===== src/rtl/wide_add_sequencer_pkg.sv =====
// rtl/wide_add_sequencer_pkg.sv - shared constants, FSM encoding and index-width helper
package wide_add_sequencer_pkg;

  localparam int WORD_W = 16;

  typedef enum logic [1:0] {
    ST_IDLE = 2'd0,
    ST_RUN  = 2'd1,
    ST_DONE = 2'd2
  } state_t;

  // Width of the slice index; never less than one bit.
  function automatic int clog2(input int words);
    int w;
    w = 0;
    while ((1 << w) < words) w++;
    return (w < 1) ? 1 : w;
  endfunction

endpackage


===== src/rtl/onesixbit.sv =====
// rtl/onesixbit.sv - 16-bit carry-lookahead adder built from four 4-bit groups
module onesixbit (
  input  logic [15:0] a,
  input  logic [15:0] b,
  input  logic        cin,
  output logic        cout,
  output logic [15:0] sum
);

  logic [15:0] g;
  logic [15:0] p;
  logic [15:0] c;
  logic [3:0]  gg;
  logic [3:0]  gp;
  logic [4:0]  gc;

  // Group generate/propagate, lookahead across groups, then carries inside each group.
  always_comb begin
    g  = a & b;
    p  = a ^ b;
    c  = '0;
    gg = '0;
    gp = '0;
    gc = '0;
    for (int j = 0; j < 4; j++) begin
      gg[j] = g[4*j+3]
            | (p[4*j+3] & g[4*j+2])
            | (p[4*j+3] & p[4*j+2] & g[4*j+1])
            | (p[4*j+3] & p[4*j+2] & p[4*j+1] & g[4*j]);
      gp[j] = &p[4*j +: 4];
    end
    gc[0] = cin;
    gc[1] = gg[0] | (gp[0] & cin);
    gc[2] = gg[1] | (gp[1] & gg[0]) | (gp[1] & gp[0] & cin);
    gc[3] = gg[2] | (gp[2] & gg[1]) | (gp[2] & gp[1] & gg[0]) | (gp[2] & gp[1] & gp[0] & cin);
    gc[4] = gg[3] | (gp[3] & gg[2]) | (gp[3] & gp[2] & gg[1]) | (gp[3] & gp[2] & gp[1] & gg[0])
          | (gp[3] & gp[2] & gp[1] & gp[0] & cin);
    for (int j = 0; j < 4; j++) begin
      c[4*j]   = gc[j];
      c[4*j+1] = g[4*j]   | (p[4*j]   & gc[j]);
      c[4*j+2] = g[4*j+1] | (p[4*j+1] & g[4*j]) | (p[4*j+1] & p[4*j] & gc[j]);
      c[4*j+3] = g[4*j+2] | (p[4*j+2] & g[4*j+1]) | (p[4*j+2] & p[4*j+1] & g[4*j])
               | (p[4*j+2] & p[4*j+1] & p[4*j] & gc[j]);
    end
    sum  = p ^ c;
    cout = gc[4];
  end

endmodule


===== src/rtl/wide_add_sequencer.sv =====
// rtl/wide_add_sequencer.sv - multi-precision add/sub, one 16-bit slice per cycle
module wide_add_sequencer
  import wide_add_sequencer_pkg::*;
#(
  parameter int WORDS = 4
) (
  input  logic                    clk,
  input  logic                    rst_n,
  input  logic                    in_valid,
  output logic                    in_ready,
  input  logic [WORD_W*WORDS-1:0] a,
  input  logic [WORD_W*WORDS-1:0] b,
  input  logic                    cin,
  input  logic                    sub,
  output logic                    out_valid,
  input  logic                    out_ready,
  output logic [WORD_W*WORDS-1:0] sum,
  output logic                    cout,
  output logic                    ovf,
  output logic                    busy
);

  localparam int N  = WORD_W * WORDS;
  localparam int IW = clog2(WORDS);
  localparam logic [IW-1:0] LAST = IW'(WORDS - 1);

  state_t          state;
  logic [N-1:0]    a_reg;
  logic [N-1:0]    b_reg;
  logic            carry;
  logic            a_msb;
  logic            b_msb;
  logic [IW-1:0]   idx;
  logic [WORD_W-1:0] a_slice;
  logic [WORD_W-1:0] b_slice;
  logic [WORD_W-1:0] s_sum;
  logic            s_cout;

  // Select the current slice of the captured operands for the shared adder.
  always_comb begin
    a_slice = a_reg[WORD_W*int'(idx) +: WORD_W];
    b_slice = b_reg[WORD_W*int'(idx) +: WORD_W];
  end

  onesixbit u_add (
    .a    (a_slice),
    .b    (b_slice),
    .cin  (carry),
    .cout (s_cout),
    .sum  (s_sum)
  );

  // Control FSM with operand capture, carry chaining and registered results.
  always_ff @(posedge clk or negedge rst_n) begin
    if (!rst_n) begin
      state     <= ST_IDLE;
      in_ready  <= 1'b1;
      out_valid <= 1'b0;
      busy      <= 1'b0;
      sum       <= '0;
      cout      <= 1'b0;
      ovf       <= 1'b0;
      a_reg     <= '0;
      b_reg     <= '0;
      carry     <= 1'b0;
      a_msb     <= 1'b0;
      b_msb     <= 1'b0;
      idx       <= '0;
    end else begin
      case (state)
        ST_IDLE: begin
          if (in_valid && in_ready) begin
            a_reg    <= a;
            b_reg    <= sub ? ~b : b;
            carry    <= sub | cin;
            a_msb    <= a[N-1];
            b_msb    <= sub ? ~b[N-1] : b[N-1];
            idx      <= '0;
            in_ready <= 1'b0;
            busy     <= 1'b1;
            state    <= ST_RUN;
          end
        end
        ST_RUN: begin
          sum[WORD_W*int'(idx) +: WORD_W] <= s_sum;
          carry <= s_cout;
          if (idx == LAST) begin
            cout      <= s_cout;
            ovf       <= (a_msb ~^ b_msb) & (s_sum[WORD_W-1] ^ a_msb);
            idx       <= '0;
            busy      <= 1'b0;
            out_valid <= 1'b1;
            state     <= ST_DONE;
          end else begin
            idx <= idx + 1'b1;
          end
        end
        ST_DONE: begin
          if (out_ready) begin
            out_valid <= 1'b0;
            in_ready  <= 1'b1;
            state     <= ST_IDLE;
          end
        end
        default: begin
          out_valid <= 1'b0;
          busy      <= 1'b0;
          in_ready  <= 1'b1;
          state     <= ST_IDLE;
        end
      endcase
    end
  end

endmodule


===== config.mk =====
export PLATFORM = sky130hd
export DESIGN_NAME = wide_add_sequencer
export DESIGN_NICKNAME = d
export VERILOG_FILES = /design/src/rtl/wide_add_sequencer_pkg.sv /design/src/rtl/onesixbit.sv /design/src/rtl/wide_add_sequencer.sv
export SDC_FILE = /design/constraint.sdc
export NUM_CORES = 1
export LEC_CHECK = 0
export BUFFER_PORTS_ARGS = -buffer_cell sky130_fd_sc_hd__buf_2
export CORE_ASPECT_RATIO = 1.1
export CORE_MARGIN = 2
export CORE_UTILIZATION = 55
export CTS_BUF_LIST = sky130_fd_sc_hd__clkbuf_8
export DETAILED_ROUTE_END_ITERATION = 10
export PLACE_DENSITY_LB_ADDON = 0.15
export SYNTH_ARGS = -nofsm -noshare
export SYNTH_HDL_FRONTEND = slang
export SYNTH_HIERARCHICAL = 1
export SYNTH_SLANG_ARGS = --single-unit

===== constraint.sdc =====
create_clock -name clk -period 7.15 [get_ports clk]
set_input_delay 1.0725 -clock clk [delete_from_list [all_inputs] [get_ports clk]]
set_output_delay 1.0725 -clock clk [all_outputs]
set_load 0.005 [all_outputs]

Word-level counts from Yosys, hierarchy flattened
Index checks and enable logic that the tools add are counted.
{"block": "classes", "add_sub_neg": 2, "n_eq_ne": 6, "n_shift": 4, "mux": 21, "n_bitwise": 130, "n_reduce_logical": 14}
{"operator": "$shiftx 64x7->16", "count": 2}
{"operator": "$and 1x1->1", "count": 73}
{"operator": "$bwmux 64", "count": 1}
{"operator": "$mux 64", "count": 1}
{"operator": "$not 64->64", "count": 1}
{"operator": "$shift 16x33->64 const A", "count": 1}
{"operator": "$shiftx 16x33->64", "count": 1}
{"operator": "$or 1x1->1", "count": 47}
{"operator": "$neg 6->33", "count": 1}
{"operator": "$xor 16x16->16", "count": 2}
{"operator": "$and 16x16->16", "count": 1}
{"operator": "$reduce_and 4->1", "count": 4}
{"operator": "$reduce_and 3->1", "count": 4}
{"operator": "$mux 2", "count": 5}
{"operator": "$pmux 1 s3", "count": 3}
{"operator": "$mux 1", "count": 8}
{"operator": "$ne 2x2->1 const B", "count": 3}
{"operator": "$pmux 2 s3", "count": 1}
{"operator": "$reduce_and 2->1", "count": 3}
{"operator": "$eq 2x2->1 const B", "count": 2}
{"operator": "$not 1->1", "count": 4}
{"operator": "$pmux 2 s2", "count": 1}
{"operator": "$add 2x1->2 const B", "count": 1}
{"operator": "$eq 2x1->1 const B", "count": 1}
{"operator": "6 further kinds", "count": 6}
{"block": "word_totals", "ff_bits": 204, "input_bits": 134, "out_inout_bits": 69, "elab_cells": 190}

Logic depth before layout (Yosys ltp)
{"block": "logic_depth", "ltp_word": 15, "mapped_depth": 13, "ltp_nobuf": 10}

Hierarchy
The synthesis kept the hierarchy.
{"module": "wide_add_sequencer", "n_inst": 1, "cells_per_inst": 791, "area_each_um2": 8922.3, "seq_area_each_um2": 5056.1}
{"module": "onesixbit", "n_inst": 1, "cells_per_inst": 104, "area_each_um2": 845.8, "seq_area_each_um2": 0.0}

Least setup slack after synthesis
OpenSTA, ideal clock, no wires.
{"block": "synth_path", "kind": "register to register", "startpoint": "register idx[0]", "endpoint": "register sum[29]", "setup_time_ns": 0.121, "arrival_ns": 3.438, "required_time_ns": 7.029, "slack_ns": 3.591, "stages_incl_launch_ff": 13, "path_buffers": 2, "synth_period_minus_slack_ns": 3.559, "cell_sequence": "dfrtp_1 > buf_2 > buf_4 > mux4_2 > ha_1 > a21o_1 > a21oi_4 > a2111oi_2 > nor3b_1 > inv_1 > fa_1 > xor2_1 > a22o_1"}
{"element": "start: declaration", "line_no": "wide_add_sequencer.sv:33", "text": "logic [IW-1:0] idx;"}
{"element": "start signal: assignment", "line_no": "wide_add_sequencer.sv:95", "text": "idx <= idx + 1'b1;"}
{"element": "$shiftx 64x7->16 *", "line_no": "wide_add_sequencer.sv:42", "text": "b_slice = b_reg[WORD_W*int'(idx) +: WORD_W];"}
{"element": "net b_slice[2]", "line_no": "wide_add_sequencer.sv:35", "text": "logic [WORD_W-1:0] b_slice;"}
{"element": "$and 16x16->16 or $xor 16x16->16 (tied branches)", "line_no": "onesixbit.sv:19, onesixbit.sv:20"}
{"element": "$and 1x1->1, on equally long branches", "line_no": "onesixbit.sv:27, onesixbit.sv:28, onesixbit.sv:29"}
{"element": "$or 1x1->1, or another cell as far along", "line_no": "onesixbit.sv:27", "text": "| (p[4*j+3] & g[4*j+2])"}
{"element": "$or 1x1->1 or $and 1x1->1 (tied branches)", "line_no": "onesixbit.sv:28, onesixbit.sv:29"}
{"element": "$or 1x1->1", "line_no": "onesixbit.sv:29", "text": "| (p[4*j+3] & p[4*j+2] & p[4*j+1] & g[4*j]);"}
{"element": "$and 1x1->1", "line_no": "onesixbit.sv:35", "text": "gc[3] = gg[2] | (gp[2] & gg[1]) | (gp[2] & gp[1] & gg[0]) | (gp[2] & gp[1] & gp[0] & cin);"}
{"element": "$or 1x1->1", "line_no": "onesixbit.sv:35"}
{"element": "$or 1x1->1 *", "line_no": "onesixbit.sv:35"}
{"element": "$and 1x1->1 *", "line_no": "onesixbit.sv:40", "text": "c[4*j+1] = g[4*j] | (p[4*j] & gc[j]);"}
{"element": "$or 1x1->1 *", "line_no": "onesixbit.sv:40"}
{"element": "$xor 16x16->16 *", "line_no": "onesixbit.sv:45", "text": "sum = p ^ c;"}
{"element": "net s_sum[13]", "line_no": "wide_add_sequencer.sv:36", "text": "logic [WORD_W-1:0] s_sum;"}
{"element": "$shiftx 16x33->64 *", "line_no": "wide_add_sequencer.sv:85", "text": "sum[WORD_W*int'(idx) +: WORD_W] <= s_sum;"}
{"element": "$bwmux 64 *", "line_no": "wide_add_sequencer.sv:85"}
{"element": "end signal: indexed assignment", "line_no": "wide_add_sequencer.sv:85"}
{"element": "end: declaration", "line_no": "wide_add_sequencer.sv:17", "text": "output logic [WORD_W*WORDS-1:0] sum,"}
Mark *: on every way through the listed nets, which the timed path passes. The rest lies on a longest branch.
A chain may end at the register's enable or synchronous reset.

Final worst setup path
{"block": "layout_path", "startpoint": "register idx[0]", "endpoint": "register ovf"}
{"element": "$shiftx 64x7->16 *", "line_no": "wide_add_sequencer.sv:41", "text": "a_slice = a_reg[WORD_W*int'(idx) +: WORD_W];"}
{"element": "net a_slice[2]", "line_no": "wide_add_sequencer.sv:34", "text": "logic [WORD_W-1:0] a_slice;"}
{"element": "$and 16x16->16 or $xor 16x16->16 (tied branches)", "line_no": "onesixbit.sv:19, onesixbit.sv:20"}
{"element": "$and 1x1->1, on equally long branches", "line_no": "onesixbit.sv:27, onesixbit.sv:28, onesixbit.sv:29"}
{"element": "$or 1x1->1, or another cell as far along", "line_no": "onesixbit.sv:27"}
{"element": "$or 1x1->1 or $and 1x1->1 (tied branches)", "line_no": "onesixbit.sv:28, onesixbit.sv:29"}
{"element": "$or 1x1->1", "line_no": "onesixbit.sv:29"}
{"element": "$and 1x1->1", "line_no": "onesixbit.sv:35"}
{"element": "$or 1x1->1", "line_no": "onesixbit.sv:35"}
{"element": "$or 1x1->1 *", "line_no": "onesixbit.sv:35"}
{"element": "$and 1x1->1 *", "line_no": "onesixbit.sv:43", "text": "| (p[4*j+2] & p[4*j+1] & p[4*j] & gc[j]);"}
{"element": "$or 1x1->1 *", "line_no": "onesixbit.sv:43"}
{"element": "$xor 16x16->16 *", "line_no": "onesixbit.sv:45"}
{"element": "net s_sum[15]", "line_no": "wide_add_sequencer.sv:36"}
{"element": "$xor 1x1->1 *", "line_no": "wide_add_sequencer.sv:89", "text": "ovf <= (a_msb ~^ b_msb) & (s_sum[WORD_W-1] ^ a_msb);"}
{"element": "$and 1x1->1 *", "line_no": "wide_add_sequencer.sv:89"}
{"element": "end signal: assignment", "line_no": "wide_add_sequencer.sv:89"}
{"element": "end: declaration", "line_no": "wide_add_sequencer.sv:19", "text": "output logic ovf,"}
Marks and branches as above.

==> results.txt <==
In this run the deepest clock path goes through 3 buffers. In this run the static leakage power is 0.005962 uW. Data on the critical path arrives at its endpoint at 4.58 ns.

After detailed routing, the number of vias per cell comes to 5.366. The net count after synthesis came out at 1055. The flip-flop and latch count after synthesis was 202. Of all flip-flops after synthesis, the portion carrying an async set or reset was 100.0%. The maximum cell stage delay along the critical path works out to 0.70 ns. For the count of unique library cells instantiated by Yosys, the log shows 52. TritonCTS built the clock tree.

Setup violations remaining at the end of the flow were counted as 0. The worst setup path is of the reg2reg kind. From left edge to right edge, the die measures 131.1 um. During placement, the flow inserted port buffers numbering 202.

In the routed design, unresolved DRC markers number 0. Path class of the lowest-slack min-delay path: reg2reg. The H-tree generated during clock tree synthesis spans 2 levels. The signal on the critical path passes through buf_4, mux4_2, ha_1, a21o_1, a21oi_4, a211oi_4, o21ai_0, o311ai_1, o22ai_1, mux2_2. Once the clock tree was built, the resizer swapped 0 gates to a different size. The number of buffers created by CTS is 34, and the post-detailed-routing wire length is 23220 um. Entering global routing, the biggest net connects 128 pins.

Via count of the first global-routing pass: 7007. The initial utilization of the core area, before any placement, comes to 55.66%. Summing all multi-input logic gate instances after layout gives 0.004388 mm^2.

The run gives 0 as the number of buffers added for setup after CTS. The synthesized area per cell works out to 10.91 um^2. Setup slack on the worst reg-to-reg path comes out at 2.96 ns.

Required time reported for the critical path endpoint: 7.55 ns. The share of layout cells above drive strength 1 is 28.55%, and the relative max-transition margin is 27.13%. The run gives 25.58% as the overall routing resource usage. On the final layout, the worst clock skew is 0.02016 ns. The portion of the post-synthesis area used by sequential elements is 51.76%, and the number of detailed-routing iterations run before antenna repair is 5.

Storage element area: 0.005059 mm^2. Final hold violation count: 0. The sum of overflow across all layers after global routing is 0. The worst setup path is captured at a register. The number of top-level pins came out at 203. The core outline area is 0.01755 mm^2, and the max-capacitance violation count is 0. Synthesis handed over a netlist of 895 instances. The worst path meets setup with 2.961 ns of slack. The global-route wire length before repair is 36860 um, and the cell count after placement is 1284. The clock net in this run drives a total of 202 sinks. The repair_antennas step left the layout with diodes totalling 0.

The tools report the residual antenna-violating net count after detailed routing as 0. The post-route minimum period is 4.189 ns, and the via count is 7217. The finished layout holds 1345 standard cells, fillers aside. For the post-place setup slack, the log shows 2.944 ns. The run finished with clean final reports. The smallest hold slack came out at 0.4698 ns. The power density of the placed cells works out to 482.1 mW/mm^2. The die covers 0.01884 mm^2. For this run, the post-layout net count is 1242. Slowest stage cell on the critical path: sky130_fd_sc_hd__dfrtp_2. The placed wire-length estimate was 16440 um; the layout filler cell count was 1439. Total power for the finished layout comes to 5575 uW. The number of hold buffers added after CTS was 0.

Based on the critical path, the design can be clocked at up to 0.2387 GHz. The clock transition at the registers of the reported paths was 0.07 ns. The relative area change from synthesis to final layout came out at 18.38%.

The maximum fanout along the worst path is 24, and the number of enable-type register cells in the synthesized netlist is 0. For the pin with the worst max-slew slack, the measured transition is 1.091 ns. The first routing iteration left 546 violations. For the final routed database, the setup TNS stands at 0 ns. In the synthesized netlist the dominant register cell turns out to be sky130_fd_sc_hd__dfrtp_1. The run gives 0.8345 as the routability congestion estimate from global placement. Height of the die: 143.8 um.

Initial antenna violation count: 0. The average routed wire per standard cell was 17.26 um. Setup repair after global routing left no endpoint under its margin. In this run the core area contains 51 standard-cell rows.

Clock root buffer master: sky130_fd_sc_hd__clkbuf_8. VDD sags by at most 0.2220 mV. The tools report the final max-slew violation count as 0.

The tools report the type of element launching the critical path as a register. The post-route fraction of the period consumed by the critical path was 58.59%; the worst-skew pair later-pin latency was 0.52 ns. The cell area that synthesis handed to floorplanning was 0.009768 mm^2.

The Yosys step of the flow raised 6 warnings.
## layout by cell type, fill, tap and decap left out, types with 2 or more instances in the layout
master,Yosys,final
sky130_fd_sc_hd__nand2_1,267,267
sky130_fd_sc_hd__buf_2,27,200
sky130_fd_sc_hd__dfrtp_1,201,199
sky130_fd_sc_hd__o21ai_0,74,74
sky130_fd_sc_hd__xnor2_1,69,69
sky130_fd_sc_hd__a22o_1,64,64
sky130_fd_sc_hd__clkbuf_8,0,46
sky130_fd_sc_hd__mux4_2,32,32
sky130_fd_sc_hd__ha_1,22,22
sky130_fd_sc_hd__inv_1,12,19
sky130_fd_sc_hd__nor2_1,16,16
sky130_fd_sc_hd__a21oi_1,15,15
sky130_fd_sc_hd__clkinv_2,0,8
sky130_fd_sc_hd__nand3_1,7,7
sky130_fd_sc_hd__buf_4,7,5
sky130_fd_sc_hd__nand2b_1,4,4
sky130_fd_sc_hd__nor3_1,4,4
sky130_fd_sc_hd__fa_1,4,4
sky130_fd_sc_hd__nor4_4,3,3
sky130_fd_sc_hd__nand3b_4,3,3
sky130_fd_sc_hd__nor2b_1,3,3
sky130_fd_sc_hd__xor2_1,3,3
sky130_fd_sc_hd__o41ai_2,3,3
sky130_fd_sc_hd__mux2_2,2,2
sky130_fd_sc_hd__dfrtp_2,0,2
sky130_fd_sc_hd__a21o_1,2,2
sky130_fd_sc_hd__o21a_1,2,2
sky130_fd_sc_hd__o31a_1,2,2
sky130_fd_sc_hd__nand4_1,2,2
## through the flow
stage | utilization, % | area [um^2]
after global placement | 61.82 | 10850
final | 65.90 | 11560
after floorplan | - | 9768
after CTS | 65.90 | 11560
after detailed placement | 61.82 | 10850
after global routing | 65.90 | 11560
## routing by layer
| metal | vias up | GRT usage [%] | routed length [um] |
|---|---|---|---|
| met3 | 41 | 5.138 | 1425 |
| li1 | 3456 | - | - |
| met2 | 239 | 40.03 | 10860 |
| met4 | 0 | 8.735 | 684 |
| met5 | - | 0 | 0 |
| met1 | 3481 | 35.94 | 10250 |
## logic make-up (layout without fill, tap and decap cells)
kind of cell / after synthesis / in the layout / synth area share (%)
simple gates: 317 / 317 / 14.29
flops: 202 / 202 / 51.76
compound gates: 176 / 176 / 12.76
xor+xnor: 72 / 72 / 6.456
buf+inv: 68 / 280 / 3.484
mux: 34 / 34 / 7.609
fa+ha+maj: 26 / 26 / 3.638
## report_power, final
part | leakage, uW | internal [uW] | switching [uW]
sequential | 0.00262 | 1610 | 356
clock | 0.000406 | 601 | 455
combinational | 0.00294 | 1080 | 1470
## worst paths after layout
path	cells after the start	startpoint	end
min	2	a_reg[32]$_DFFE_PN0P_	a_reg[32]$_DFFE_PN0P_
max	10	idx[0]$_DFFE_PN0P_	ovf$_DFFE_PN0P_
min in group asynchronous	1	rst_n	a_reg[32]$_DFFE_PN0P_
max in group asynchronous	2	rst_n	a_reg[9]$_DFFE_PN0P_
min reg2reg	2	a_reg[32]$_DFFE_PN0P_	a_reg[32]$_DFFE_PN0P_
max reg2reg	10	idx[0]$_DFFE_PN0P_	ovf$_DFFE_PN0P_
## critical path, delay by kind of cell (launching register included)
| kind | cells | cell delay [ns] |
|---|---|---|
| compound gates | 6 | 1.58 |
| fa+ha+maj | 1 | 0.41 |
| buf+inv | 1 | 0.51 |
| flops | 1 | 0.70 |
| mux | 2 | 0.86 |
## cell type report
type	count	area share, %
inverter	13	0.4436
clock inverter	16	0.8332
clock buffer	45	5.356
multi-input combinational	625	37.95
timing repair buffer	206	9.100
tap	238	2.575
sequential	202	43.75
## synthesized netlist by cell type, types with 4 or more instances
cell type                  number  share of area (%)
sky130_fd_sc_hd__o21ai_0       74                3.8
sky130_fd_sc_hd__nor3_1         4               0.20
sky130_fd_sc_hd__clkbuf_1      18               0.69
sky130_fd_sc_hd__nand2b_1       4               0.26
sky130_fd_sc_hd__mux4_2        32                7.4
sky130_fd_sc_hd__buf_2         27                1.4
sky130_fd_sc_hd__dfrtp_1      201                 51
sky130_fd_sc_hd__ha_1          22                2.8
sky130_fd_sc_hd__nand3_1        7               0.36
sky130_fd_sc_hd__buf_4          7               0.54
sky130_fd_sc_hd__a22o_1        64                5.7
sky130_fd_sc_hd__a21oi_1       15               0.77
sky130_fd_sc_hd__fa_1           4               0.82
sky130_fd_sc_hd__nand2_1      267                 10
sky130_fd_sc_hd__xnor2_1       69                6.2
sky130_fd_sc_hd__nor2_1        16               0.61
sky130_fd_sc_hd__inv_1         12               0.46
Note: power is estimated with default switching activity, not from simulation.
